`config.mk`:
```
export PLATFORM = sky130hd
export DESIGN_NAME = chess_timer_bank
export DESIGN_NICKNAME = d
export VERILOG_FILES = /design/src/rtl/chess_timer_pkg.sv /design/src/rtl/bcd_time_counter.sv /design/src/rtl/chess_timer_bank.sv
export SDC_FILE = /design/constraint.sdc
export NUM_CORES = 1
export LEC_CHECK = 0
export ABC_AREA = 1
export BUFFER_PORTS_ARGS = -buffer_cell sky130_fd_sc_hd__buf_2
export CORE_ASPECT_RATIO = 1.75
export CORE_UTILIZATION = 45
export DETAILED_ROUTE_END_ITERATION = 12
export PLACE_DENSITY = 0.71
export SLEW_MARGIN = 25
export SYNTH_ARGS = -nofsm -noshare
export SYNTH_HDL_FRONTEND = slang
export SYNTH_SLANG_ARGS = --single-unit
```
`constraint.sdc`:
```
create_clock -name CLK -period 2.6 [get_ports CLK]
set_clock_uncertainty 0.2 [all_clocks]
set_input_delay 0.13 -clock CLK [delete_from_list [all_inputs] [get_ports CLK]]
set_output_delay 0.13 -clock CLK [all_outputs]
set_load 0.02 [all_outputs]
```
`src/rtl/chess_timer_pkg.sv`:
```
// Shared BCD time types, digit limits and helpers for the chess timer bank.
package chess_timer_pkg;

    typedef logic [3:0] bcd_t;

    typedef struct packed {
        bcd_t tm;
        bcd_t um;
        bcd_t ts;
        bcd_t us;
    } bcd_time_t;

    localparam bcd_t TM_MAX = 4'd9;
    localparam bcd_t UM_MAX = 4'd9;
    localparam bcd_t TS_MAX = 4'd5;
    localparam bcd_t US_MAX = 4'd9;

    localparam bcd_time_t SAT_TIME = {TM_MAX, UM_MAX, TS_MAX, US_MAX};

    function automatic bcd_time_t to_bcd_time(input int unsigned min, input int unsigned sec);
        bcd_time_t t;
        t.tm = bcd_t'(min / 10);
        t.um = bcd_t'(min % 10);
        t.ts = bcd_t'(sec / 10);
        t.us = bcd_t'(sec % 10);
        return t;
    endfunction

    function automatic logic is_zero(input bcd_time_t t);
        return t == '0;
    endfunction

endpackage

```
`src/rtl/bcd_time_counter.sv`:
```
// One player's mm:ss BCD countdown: load, tick-decrement, digit adjust and,
// with CHESS_TIMER_INCREMENT_EN defined, a saturating Fischer increment.
module bcd_time_counter
    import chess_timer_pkg::*;
#(
    parameter int unsigned INIT_MIN = 5,
    parameter int unsigned INIT_SEC = 0
`ifdef CHESS_TIMER_INCREMENT_EN
    ,
    parameter int unsigned INC_SEC  = 0
`endif
) (
    input  logic       clk,
    input  logic       clr,
    input  logic       tick,
    input  logic       inc,
    input  logic [3:0] adj_dec,
    output bcd_time_t  value,
    output logic       next_zero
);

    localparam bcd_time_t INIT_TIME = to_bcd_time(INIT_MIN, INIT_SEC);

    bcd_time_t time_q, time_d, inc_time;

`ifdef CHESS_TIMER_INCREMENT_EN
    logic [7:0] min_bin, sec_sum, min_adj, sec_adj;

    // Work in binary minutes/seconds; the carry and the 99:59 clamp are simpler there.
    always_comb begin
        min_bin = 8'(time_q.tm) * 8'd10 + 8'(time_q.um);
        sec_sum = 8'(time_q.ts) * 8'd10 + 8'(time_q.us) + 8'(INC_SEC);
        min_adj = min_bin;
        sec_adj = sec_sum;
        if (sec_sum >= 8'd60) begin
            sec_adj = sec_sum - 8'd60;
            min_adj = min_bin + 8'd1;
        end
        if (min_adj > 8'd99) begin
            inc_time = SAT_TIME;
        end else begin
            inc_time = to_bcd_time(32'(min_adj), 32'(sec_adj));
        end
    end
`else
    assign inc_time = time_q;
`endif

    always_comb begin
        time_d = time_q;
        if (tick) begin
            if (!is_zero(time_q)) begin
                if (time_q.us != 4'd0) begin
                    time_d.us = time_q.us - 4'd1;
                end else begin
                    time_d.us = US_MAX;
                    if (time_q.ts != 4'd0) begin
                        time_d.ts = time_q.ts - 4'd1;
                    end else begin
                        time_d.ts = TS_MAX;
                        if (time_q.um != 4'd0) begin
                            time_d.um = time_q.um - 4'd1;
                        end else begin
                            time_d.um = UM_MAX;
                            time_d.tm = time_q.tm - 4'd1;
                        end
                    end
                end
            end
        end else if (inc) begin
            time_d = inc_time;
        end else begin
            // Adjust wraps inside each digit and never borrows.
            if (adj_dec[0]) time_d.us = (time_q.us == 4'd0) ? US_MAX : time_q.us - 4'd1;
            if (adj_dec[1]) time_d.ts = (time_q.ts == 4'd0) ? TS_MAX : time_q.ts - 4'd1;
            if (adj_dec[2]) time_d.um = (time_q.um == 4'd0) ? UM_MAX : time_q.um - 4'd1;
            if (adj_dec[3]) time_d.tm = (time_q.tm == 4'd0) ? TM_MAX : time_q.tm - 4'd1;
        end
    end

    always_ff @(posedge clk) begin
        if (clr) begin
            time_q <= INIT_TIME;
        end else begin
            time_q <= time_d;
        end
    end

    assign value     = time_q;
    assign next_zero = is_zero(time_d);

endmodule

```
`src/rtl/chess_timer_bank.sv`:
```
// N-player chess clock: edge detection, turn control, flagging and display mux
// around one bcd_time_counter per player. Macro CHESS_TIMER_INCREMENT_EN enables increment.
module chess_timer_bank
    import chess_timer_pkg::*;
#(
    parameter int unsigned PLAYERS  = 2,
    parameter int unsigned INIT_MIN = 5,
    parameter int unsigned INIT_SEC = 0,
    parameter int unsigned INC_SEC  = 0,
    localparam int unsigned AW = ($clog2(PLAYERS) > 1) ? $clog2(PLAYERS) : 1
) (
    input  logic               CLK,
    input  logic               CLR,
    input  logic               CE,
    input  logic               IMPULSE,
    input  logic               SWITCH,
    input  logic [3:0]         ADJ_DEC,
    input  logic [AW-1:0]      ADJ_SEL,
    input  logic [AW-1:0]      DISP_SEL,
    output logic [3:0]         sec_units,
    output logic [3:0]         sec_tens,
    output logic [3:0]         min_units,
    output logic [3:0]         min_tens,
    output logic [AW-1:0]      ACTIVE,
    output logic [PLAYERS-1:0] FLAG,
    output logic               OVERFLOW
);

    if (PLAYERS < 2 || PLAYERS > 8 || INIT_MIN > 99 || INIT_SEC > 59 || INC_SEC > 59)
    begin : gen_param_check
        $error("chess_timer_bank: parameter out of range");
    end

    logic               impulse_q, switch_q;
    logic [3:0]         adj_q;
    logic               pending_q, pending_d;
    logic [AW-1:0]      active_q, active_d;
    logic [PLAYERS-1:0] flag_q, flag_d;
    logic [PLAYERS-1:0] next_zero;
    bcd_time_t          times [PLAYERS];
    bcd_time_t          disp_time;

    logic       impulse_edge, switch_edge, run, tick, sw, do_switch;
    logic [3:0] adj_edge, adj_fire;

    assign impulse_edge = IMPULSE & ~impulse_q;
    assign switch_edge  = SWITCH & ~switch_q;
    assign adj_edge     = ADJ_DEC & ~adj_q;
    assign adj_fire     = adj_edge & {4{~CE}};

    assign run  = CE & ~OVERFLOW;
    assign tick = impulse_edge & run;
    assign sw   = switch_edge & run;

    // A switch coinciding with a tick is deferred one cycle and dropped if that tick flagged.
    assign pending_d = sw & tick;
    assign do_switch = (sw & ~tick) | (pending_q & ~OVERFLOW);

    for (genvar i = 0; i < PLAYERS; i++) begin : gen_player
        logic sel_active, sel_adj;
        assign sel_active = (active_q == AW'(i));
        assign sel_adj    = (ADJ_SEL == AW'(i));

        bcd_time_counter #(
            .INIT_MIN (INIT_MIN),
            .INIT_SEC (INIT_SEC)
`ifdef CHESS_TIMER_INCREMENT_EN
            ,
            .INC_SEC  (INC_SEC)
`endif
        ) u_counter (
            .clk       (CLK),
            .clr       (CLR),
            .tick      (tick & sel_active),
            .inc       (do_switch & sel_active),
            .adj_dec   (sel_adj ? adj_fire : 4'b0000),
            .value     (times[i]),
            .next_zero (next_zero[i])
        );
    end

    always_comb begin
        flag_d = flag_q;
        for (int i = 0; i < PLAYERS; i++) begin
            if (tick && active_q == AW'(i) && next_zero[i]) begin
                flag_d[i] = 1'b1;
            end
            if (adj_fire != 4'b0000 && ADJ_SEL == AW'(i) && !next_zero[i]) begin
                flag_d[i] = 1'b0;
            end
        end
    end

    always_comb begin
        active_d = active_q;
        if (do_switch) begin
            active_d = (active_q == AW'(PLAYERS - 1)) ? '0 : active_q + 1'b1;
        end
    end

    always_ff @(posedge CLK) begin
        if (CLR) begin
            impulse_q <= 1'b1;
            switch_q  <= 1'b1;
            adj_q     <= 4'b1111;
            pending_q <= 1'b0;
            active_q  <= '0;
            flag_q    <= '0;
        end else begin
            impulse_q <= IMPULSE;
            switch_q  <= SWITCH;
            adj_q     <= ADJ_DEC;
            pending_q <= pending_d;
            active_q  <= active_d;
            flag_q    <= flag_d;
        end
    end

    always_comb begin
        disp_time = '0;
        for (int i = 0; i < PLAYERS; i++) begin
            if (DISP_SEL == AW'(i)) disp_time = times[i];
        end
    end

    assign sec_units = disp_time.us;
    assign sec_tens  = disp_time.ts;
    assign min_units = disp_time.um;
    assign min_tens  = disp_time.tm;
    assign ACTIVE    = active_q;
    assign FLAG      = flag_q;
    assign OVERFLOW  = |flag_q;

endmodule
```
==> metrics, run 1 <==
CP Buf/Inv Count 1; vias per inst roughly 5.4; Non-Filler Instances between 700 and 800; most frequent cell on the critical path nand2_1; first-pass GRT wire length approximately 17 mm; leak pwr 2.08 nW; Hold WC Path Type input pin to register; nets ~670; Setup crit start kind register; CP cell instances inv_1 > ha_1 > nand3_2 > nor2_2 > nand2_2 > nand2_2 > nand2_1 > nand2_1 > nand2_1 > nor2_1 > nand2_1 > nor2_1 > nand2_1 > a21oi_2; Clock Tree Root clkbuf_16; number of max-cap violations 0; Distinct cells, synth 31; crit path kind register to register; hold_ws 0.0959 ns; share of post-route cells with drive strength above 1 0.134; Post-Route WL about 11 mm; diode count 0; met2 wire len 5.58 mm; worst-path fanout max 8; vias in the first global route 3,863; Setup TNS Final 0 ns; Residual DRC 0; WL/cell about 14 um; largest net degree at the start of global routing 36; CP Data Required Time approximately 2.6 ns; RSZ-0062 raised after global routing false; Pint 1.11 mW; gpl congestion ~0.96; antenna violations before repair 0; Comb power frac 0.185; syn nets between 600 and 700; CP max-delay cell dfxtp_1; HPWL after DPL about 8 mm; Total GRT Usage 0.281; Die X roughly 70 um; total power per unit cell area around 400 nW/um^2; CTS max path bufs 2; mapped cell area roughly 3500 sq um; commonest cells in the netlist nand2_1, nand3_1, inv_1; CTS resizes 0; clock group share of total power 0.396; # Post-CTS Setup Buffers 0; uppermost layer routed met4; Sw Pwr between 500 and 600 uW; metal3 WL around 410 um; total gr overflow 0; setup violators final 0; Ys Warns 0; worst vdd ir roughly 0.28 mV; Most used DFF post-synth dfxtp_1; Inserted Clock Buffers 5; Reg power frac 0.419; drt pass-1 iters 6; count leader, synth nand2_1; Max-Slew Margin vs Limit 0.508; number of enable flip-flop cells after synthesis 0; Synth area leaders nand2_1, dfxtp_1, nand3_1, o21ai_0, inv_1; sequential-to-total area share from yosys stat 0.239; H-tree depth 2; final period utilization 0.891; Setup crit end kind register; switching part of the total 0.314; Slew Limit Fails 0; # rows 42; vias 4,044; Seq cells post-synth 42; Hold Buf Count CTS 6; f_max 0.432 GHz; post-layout util 0.518; status completed; Final ANT Viol Nets 0; CTS tree done; post-synth top area cell nand2_1; syn_area_per_cell 5.63 sq um; Reg clk slew, reported paths roughly 0.07 ns; met1 wire length 3.95 mm; Final Hold Fails 0; synth-to-layout area growth 11.6%; Placed Instances around 730; I/O pin cnt 31; port bufs 30; Yosys top cell area share 0.278; Synth async-reset ratio 0; Die ar. ~8000 sq um; family with the most delay on the worst path simple AND/OR/NAND/NOR gates; clk_lat worst skew 0.30 ns; min Tclk post-route about 2.3 ns; Worst EP arrival roughly 2.4 ns; overall power after layout roughly 1.6 mW; starting DRC count in detailed routing 285; die height 119 um; Slew @ Worst Pin roughly 0.74 ns; Worst path max stage delay ~0.34 ns; core area about 7600 sq um; Sink Count 42; Initial Util 0.464; cells after synthesis roughly 620
area by class of cell:
class,count,area [sq um]
clock buffer,5,125
clock inverter,3,21.3
fill,839,3640
inverter,58,218
multi-input combinational,506,2360
sequential,42,841
tap,88,110
timing repair buffer,41,248
registers in the layout (all words and copies together) (netlist names):
register	flops
pending_q	1
switch_q	1
adj_q	4
gen_player.u_counter.value	32
FLAG	2
ACTIVE	1
impulse_q	1
worst min-delay path: stages:
cell	delay [ns]
buf_2	0.19
nand2_1	0.08
nand2_1	0.08
a21oi_2	0.05
power by group through the flow:
stage	sequential [mW]	combinational, mW	clock, mW
after floorplan	0.689	0.213	0
after global placement	0.691	0.284	0
after detailed placement	0.692	0.287	0
after CTS	0.677	0.296	0.648
after global routing	0.680	0.335	0.673
final	0.678	0.299	0.640
final timing paths:
kind / slack [ns] / end / depth (start not counted) / startpoint
setup / recovery: 0.28 / FLAG[0]$_SDFFE_PP0P_ / 14 / gen_player[0].u_counter.value[12]$_SDFF_PP0_
hold / removal: 0.1 / FLAG[1]$_SDFFE_PP0P_ / 4 / ADJ_SEL
setup reg to reg: 0.28 / FLAG[0]$_SDFFE_PP0P_ / 14 / gen_player[0].u_counter.value[12]$_SDFF_PP0_
hold reg to reg: 0.30 / pending_q$_SDFF_PP0_ / 3 / switch_q$_SDFF_PP1_
cells in the final DEF, fill, tap and decap left out:
cell type,instances
a211oi_1,1
a21oi_1,31
a21oi_2,2
a311oi_1,1
buf_2,30
buf_4,5
clkbuf_16,5
clkinv_2,1
clkinv_4,1
clkinvlp_4,1
dfxtp_1,42
dlygate4sd3_1,6
ha_1,2
inv_1,49
inv_2,9
nand2_1,260
nand2_2,7
nand2_4,5
nand3_1,68
nand3_2,4
nand3_4,1
nand4_1,9
nor2_1,41
nor2_2,7
nor2_4,4
nor2_8,1
nor3_1,3
o2111ai_1,1
o211ai_1,2
o21a_1,2
o21ai_0,42
o21ai_1,1
or2_2,5
xor2_1,6
per-layer routing:
metal  vias to the layer above  GRT usage
met1                      1823      0.303
met5                         -          0
met3                        42     0.0441
met4                         0      0.193
li1                       2061          -
met2                       118      0.475
metrics by stage:
step / instance area [sq um] / setup slack (ns)
3_5_place_dp: 3720 / 0.308
2_1_floorplan: 3510 / 0.643
5_1_grt: 3920 / 0.0505
6_report: 3920 / 0.283
3_3_place_gp: 3720 / 0.341
4_1_cts: 3920 / 0.283
logic make-up after synthesis:
family,count (synthesis),share of synthesized area
adders and majority gates,2,0.00712
buffers and inverters,76,0.0894
xor gates and xnor gates,6,0.0150
and+or+nand+nor,415,0.523
DFF,42,0.239
AOI/OAI and AO/OA,83,0.126
Note: power is estimated with default switching activity, not from simulation.
==> inputs of run 2 (changes only) <==
--- a/config.mk
+++ b/config.mk
@@ -5,12 +5,12 @@
 export SDC_FILE = /design/constraint.sdc
 export NUM_CORES = 1
 export LEC_CHECK = 0
-export ABC_AREA = 1
 export BUFFER_PORTS_ARGS = -buffer_cell sky130_fd_sc_hd__buf_2
 export CORE_ASPECT_RATIO = 1.75
 export CORE_UTILIZATION = 45
 export DETAILED_ROUTE_END_ITERATION = 12
-export PLACE_DENSITY = 0.71
+export HOLD_SLACK_MARGIN = 0.06
+export PLACE_DENSITY = 0.72
 export SLEW_MARGIN = 25
 export SYNTH_ARGS = -nofsm -noshare
 export SYNTH_HDL_FRONTEND = slang
==> run 2 against run 1 <==
Count of clock-buffer cells in the layout increased by 2. Routed wire length decreased by 33%. Largest cell class unchanged. Die area decreased by 28%. Core utilization increased by 7.2 points. Global-route usage decreased by 2.2 points. Clock power decreased by 29%. Register-to-register slack got worse by 0.17 ns. Synthesized cell count decreased by 52%. Final area decreased by 20%. Power decreased by 20%. Sequential power decreased by 1%. Via count decreased by 38%.
==> metrics, run 2 <==
min Tclk post-route 2.49 ns; xor/xnor share of the synthesized area 0.0210; mux share of post-synthesis cell area 0.0746; HPWL after DPL roughly 5.4 mm; number of max-cap violations 0; status completed; CTS max path bufs 2; post-synth top area cell dfxtp_1; gpl congestion just over 1; Setup crit end kind register; Synth Area in Compound Gates 0.174; # rows 35; vias between 2,000 and 3,000; clk_lat worst skew 0.31 ns; diode count 0; syn_area_per_cell 8.39 sq um; Multi-input gate area 1620 sq um; Setup TNS Final 0 ns; starting DRC count in detailed routing 196; RSZ-0062 raised after global routing false; Fill cells just under 500; vias in the first global route roughly 2,400; cells after synthesis 298; Synth area leaders dfxtp_1, nor2_1, mux2_2, a21oi_1, nand2_1; die height about 100 um; Final Hold Fails 0; drt pass-1 iters 4; mapped cell area between 2000 and 2500 sq um; share of post-route cells with drive strength above 1 0.321; Slew Limit Fails 0; Adder-Cell Fraction of Synth Area 0.0100; CP Data Required Time 2.60 ns; Most used DFF post-synth dfxtp_1; largest net degree at the start of global routing 27; Initial Util 0.472; commonest non-fill, non-tap cells in the layout nor2_1, dfxtp_1, buf_2, buf_4, nand2_1; Slew @ Worst Pin 0.500 ns; Post-Route WL 7.10 mm; Worst EP arrival between 2 and 2.5 ns; final setup margin between 0.1 and 0.15 ns; worst vdd ir around 0.33 mV; Reg clk slew, reported paths about 0.090 ns; nets 377; core area about 5300 sq um; sequential-to-total area share from yosys stat 0.336; antenna violations before repair 0; Sink Count 42; crit path kind register to register; # Post-CTS Setup Buffers 0; worst-path fanout max 4; count leader, synth nor2_1; I/O pin cnt 31; setup slack at placement roughly 0.053 ns; CTS tree done; M3 GR Usage 0.0449; H-tree depth 2; Die X around 58 um; grt peak-use layer met2; vias per inst approximately 5.7; Die ar. a little under 6000 sq um; Seq cells post-synth 42; Residual DRC 0; Final ANT Viol Nets 0; Setup crit start kind register; Distinct cells, synth 62; Hold WC Path Type input pin to register; met2 Usage GRT 0.461; Ys Warns 0; syn nets between 300 and 400; number of enable flip-flop cells after synthesis 0; final period utilization 0.956; port bufs 30; Storage cell area ~840 sq um; total gr overflow 0; R2R Setup Slk between 0.1 and 0.15 ns; synth-to-layout area growth 25.2%; most common cell after layout, fill and taps aside nor2_1; Inserted Clock Buffers 5; setup violators final 0; Total GRT Usage 0.259; commonest cells in the netlist nor2_1, dfxtp_1, nand2_1; Yosys top cell area share 0.336; met1 usage 0.276; leak pwr between 1 and 1.5 nW; largest family of logic cells by synthesized area simple AND/OR/NAND/NOR gates; WL/cell about 16 um; Synth async-reset ratio 0; Max-Slew Margin vs Limit 0.667; first-pass GRT wire length roughly 11 mm; f_max ~0.40 GHz; total power per unit cell area between 400 and 500 nW/um^2; Clock Tree Root clkbuf_8; simple-gate share of the synthesized area 0.354; max reg flops 32
[run 2: changes by cell type after synthesis, sizes merged, moves of 8 or more]
cell / change
nand3: -68
mux2: +13
nand2b: +11
nor3: +8
inv: -51
nand2: -251
o21ai: -27
a21oi: -16
[run 2: stage by stage]
stage                     std cells  hold slack, ns   util  cell area, sq um  total power, mW
after floorplan                 298          0.0338      -              2500            0.785
after global placement          423           0.133  0.551              2920            0.840
after detailed placement        423           0.136  0.551              2920            0.842
after CTS                       439           0.168  0.583              3090             1.30
after global routing            439           0.200  0.591              3130             1.34
final                           439           0.186  0.591              3130             1.30
[run 2: routing by layer]
metal / wire [um] / up-vias
li1: - / 1228
met1: 2780 / 1193
met2: 3710 / 60
met3: 216 / 29
met4: 384 / 0
met5: 0 / -
[run 2: worst paths after layout]
check / startpoint / cells past startpoint / end
worst max-delay path: gen_player[0].u_counter.value[12]$_SDFF_PP0_ / 9 / FLAG[0]$_SDFFE_PP0P_
worst min-delay path: CE / 5 / FLAG[1]$_SDFFE_PP0P_
worst max register to register: gen_player[0].u_counter.value[12]$_SDFF_PP0_ / 9 / FLAG[0]$_SDFFE_PP0P_
worst min register to register: switch_q$_SDFF_PP1_ / 2 / pending_q$_SDFF_PP0_
[run 2: cells by family after synthesis]
| kind of cell | count (synthesis) |
|---|---|
| simple gates | 153 |
| fa+ha+maj | 2 |
| buf+inv | 16 |
| mux | 17 |
| xor+xnor | 6 |
| compound gates | 62 |
| flops | 42 |
[run 2: cell type report]
| cell class | instances | area share |
|---|---|---|
| Timing Repair Buffer | 68 | 0.145 |
| Clock inverter | 1 | 0.00160 |
| Multi-Input combinational cell | 240 | 0.518 |
| Tap cell | 74 | 0.0296 |
| Sequential cell | 42 | 0.270 |
| Clock buffer | 7 | 0.0276 |
| Inverter | 7 | 0.00839 |
[run 2: timing repair]
item | 4_1_cts | 5_1_grt
gates resized for setup | 0 | 11
setup endpoints to repair | 0 | 2
hold endpoints to repair | 11 | 0
hold buffers | 8 | 0
[run 2: worst max-delay path, cell delays in order, from the launching register on]
cell and delay (ns):
dfxtp_1 0.32, inv_1 0.12, ha_2 0.21, or3b_4 0.42, nor3_1 0.20, o21ai_0 0.12
a22oi_2 0.20, and3b_1 0.17, nand4_1 0.11, o41ai_2 0.32
[run 2: where the power goes]
part / switching (mW) / leakage, nW / internal [mW] / total (mW)
clock: 0.239 / 0.0482 / 0.215 / 0.454
combinational: 0.0935 / 0.850 / 0.0794 / 0.173
sequential: 0.0124 / 0.343 / 0.657 / 0.669
==> inputs of run 3 (changes only) <==
--- a/config.mk
+++ b/config.mk
@@ -6,11 +6,13 @@
 export NUM_CORES = 1
 export LEC_CHECK = 0
 export BUFFER_PORTS_ARGS = -buffer_cell sky130_fd_sc_hd__buf_2
+export CELL_PAD_IN_SITES_DETAIL_PLACEMENT = 0
+export CELL_PAD_IN_SITES_GLOBAL_PLACEMENT = 2
 export CORE_ASPECT_RATIO = 1.75
-export CORE_UTILIZATION = 45
+export CORE_UTILIZATION = 35
 export DETAILED_ROUTE_END_ITERATION = 12
 export HOLD_SLACK_MARGIN = 0.06
-export PLACE_DENSITY = 0.72
+export PLACE_DENSITY = 0.88
 export SLEW_MARGIN = 25
 export SYNTH_ARGS = -nofsm -noshare
 export SYNTH_HDL_FRONTEND = slang
==> run 3 against run 2 <==
Power is 12% higher. Global-route usage is 4.4 points lower. Sequential power barely moved.
==> metrics, run 3 (synthesis results as in run 2) <==
setup slack at placement between 0.08 and 0.09 ns; status completed; Sink Count 42; commonest non-fill, non-tap cells in the layout nor2_1, dfxtp_1, buf_4; # rows 40; worst vdd ir approximately 0.27 mV; Placed Instances around 430; R2R Path Start FLAG[0]$_SDFFE_PP0P_; crit path kind register to register; Worst Hold Path EP ACTIVE$_SDFFE_PP0N_; largest net degree at the start of global routing 26; I/O pin cnt 31; vias in the first global route 2,434; CP Data Required Time 2.59 ns; die height about 110 um; diode count 0; most common cell after layout, fill and taps aside nor2_1; port bufs 30; number of max-cap violations 0; overall power after layout between 1 and 1.5 mW; beginning of the critical path FLAG[0]$_SDFFE_PP0P_; RSZ-0062 raised after global routing false; Hold Path Depth 2; Final ANT Viol Nets 0; CP cell instances and4bb_4 > or4b_4 > o21ai_4 > nand4_1 > o31ai_1 > nand4_1 > o31ai_1; nets 377; final period utilization 0.941; drt pass-1 iters 5; Residual DRC 0; vias approximately 2,500; vias per inst between 5 and 6; leak pwr approximately 1.3 nW; worst-path fanout max 7; post-layout util 0.459; CP max-delay cell or4b_4; Post-Route WL 7.39 mm; final setup margin 0.152 ns; WP depth 7; Die X approximately 66 um; CTS max path bufs 2; Setup TNS Final 0 ns; core area around 6900 sq um; setup violators final 0; Inserted Clock Buffers 5; Non-Filler Instances 447; HPWL after DPL between 5 and 6 mm; Reg clk slew, reported paths 0.06 ns; total gr overflow 0; number of cells on the worst reg-to-reg path 7; WL/cell between 15 and 20 um; Setup crit end kind register; Clock Tree Root clkbuf_16; min Tclk post-route 2.45 ns; Initial Util 0.362; f_max approximately 0.41 GHz; Slew @ Worst Pin roughly 0.5 ns; family with the most delay on the worst path simple AND/OR/NAND/NOR gates; CTS tree done; Hold WC Path Type input pin to register; reg2reg end FLAG[1]$_SDFFE_PP0P_; starting DRC count in detailed routing 97; synth-to-layout area growth 26.8%; gpl congestion between 0.8 and 0.9; total power per unit cell area between 400 and 500 nW/um^2; max reg flops 32; antenna violations before repair 0; first-pass GRT wire length 11.8 mm; share of post-route cells with drive strength above 1 0.300; Slew Limit Fails 0; Max-Slew Margin vs Limit 0.664; Total GRT Usage 0.215; H-tree depth 2; Die ar. around 7500 sq um; Hold Startpoint CLR; CP Buf/Inv Count 0; Final Hold Fails 0; Worst EP arrival approximately 2.4 ns; R2R Setup Slk between 0.15 and 0.2 ns; Setup crit start kind register; Worst path max stage delay between 0.5 and 0.6 ns; clk_lat worst skew 0.28 ns
run 3: cell types whose count changed in the layout (fill, tap and decap cells not counted), moves of 3 or more:
cell       before  now
clkbuf_16       0    5
dfxtp_2         3    0
clkbuf_8        6    1
dfxtp_1        39   42
run 3: timing repair:
action / CTS / global route
buffers inserted: 0 / 1
resized for setup: 0 / 5
hold buffers: 7 / 0
hold endpoints to repair: 8 / 0
setup endpoints to repair: 0 / 2
run 3: layout make-up:
type,instances,area [sq um]
clock buffer,6,139
inverter,7,26.3
multi-input combinational,240,1610
fill,702,3740
tap,84,105
timing repair buffer,68,453
sequential,42,841
run 3: per-stage QoR:
stage / hold WS, ns / cell area [sq um]
final: 0.0854 / 3170
after floorplan: 0.0338 / 2500
after global routing: 0.107 / 3170
after detailed placement: 0.138 / 2930
after global placement: 0.137 / 2930
after CTS: 0.0853 / 3140
run 3: how the worst max path moves through the flow:
stage                           endpoint
CTS                 FLAG[0]$_SDFFE_PP0P_
detailed placement  FLAG[0]$_SDFFE_PP0P_
global placement    FLAG[0]$_SDFFE_PP0P_
floorplan           FLAG[0]$_SDFFE_PP0P_
finish              FLAG[1]$_SDFFE_PP0P_
global route        FLAG[1]$_SDFFE_PP0P_
run 3: worst reg2reg max path, stage by stage, from the launching register on:
cell	delay (ns)
dfxtp_1	0.47
and4bb_4	0.27
or4b_4	0.56
o21ai_4	0.13
nand4_1	0.13
o31ai_1	0.11
nand4_1	0.21
o31ai_1	0.28
run 3: metal layers:
layer,GRT usage,wire [um],vias to the layer above
met5,0,0,-
met3,0.0340,204,22
met1,0.219,2730,1177
met4,0.143,343,0
li1,-,-,1223
met2,0.386,4110,48
run 3: where the power goes:
| part | internal, mW | total (mW) | switching, mW |
|---|---|---|---|
| Clock | 0.371 | 0.607 | 0.236 |
| Sequential | 0.658 | 0.668 | 0.0101 |
| Combinational | 0.0809 | 0.177 | 0.0959 |
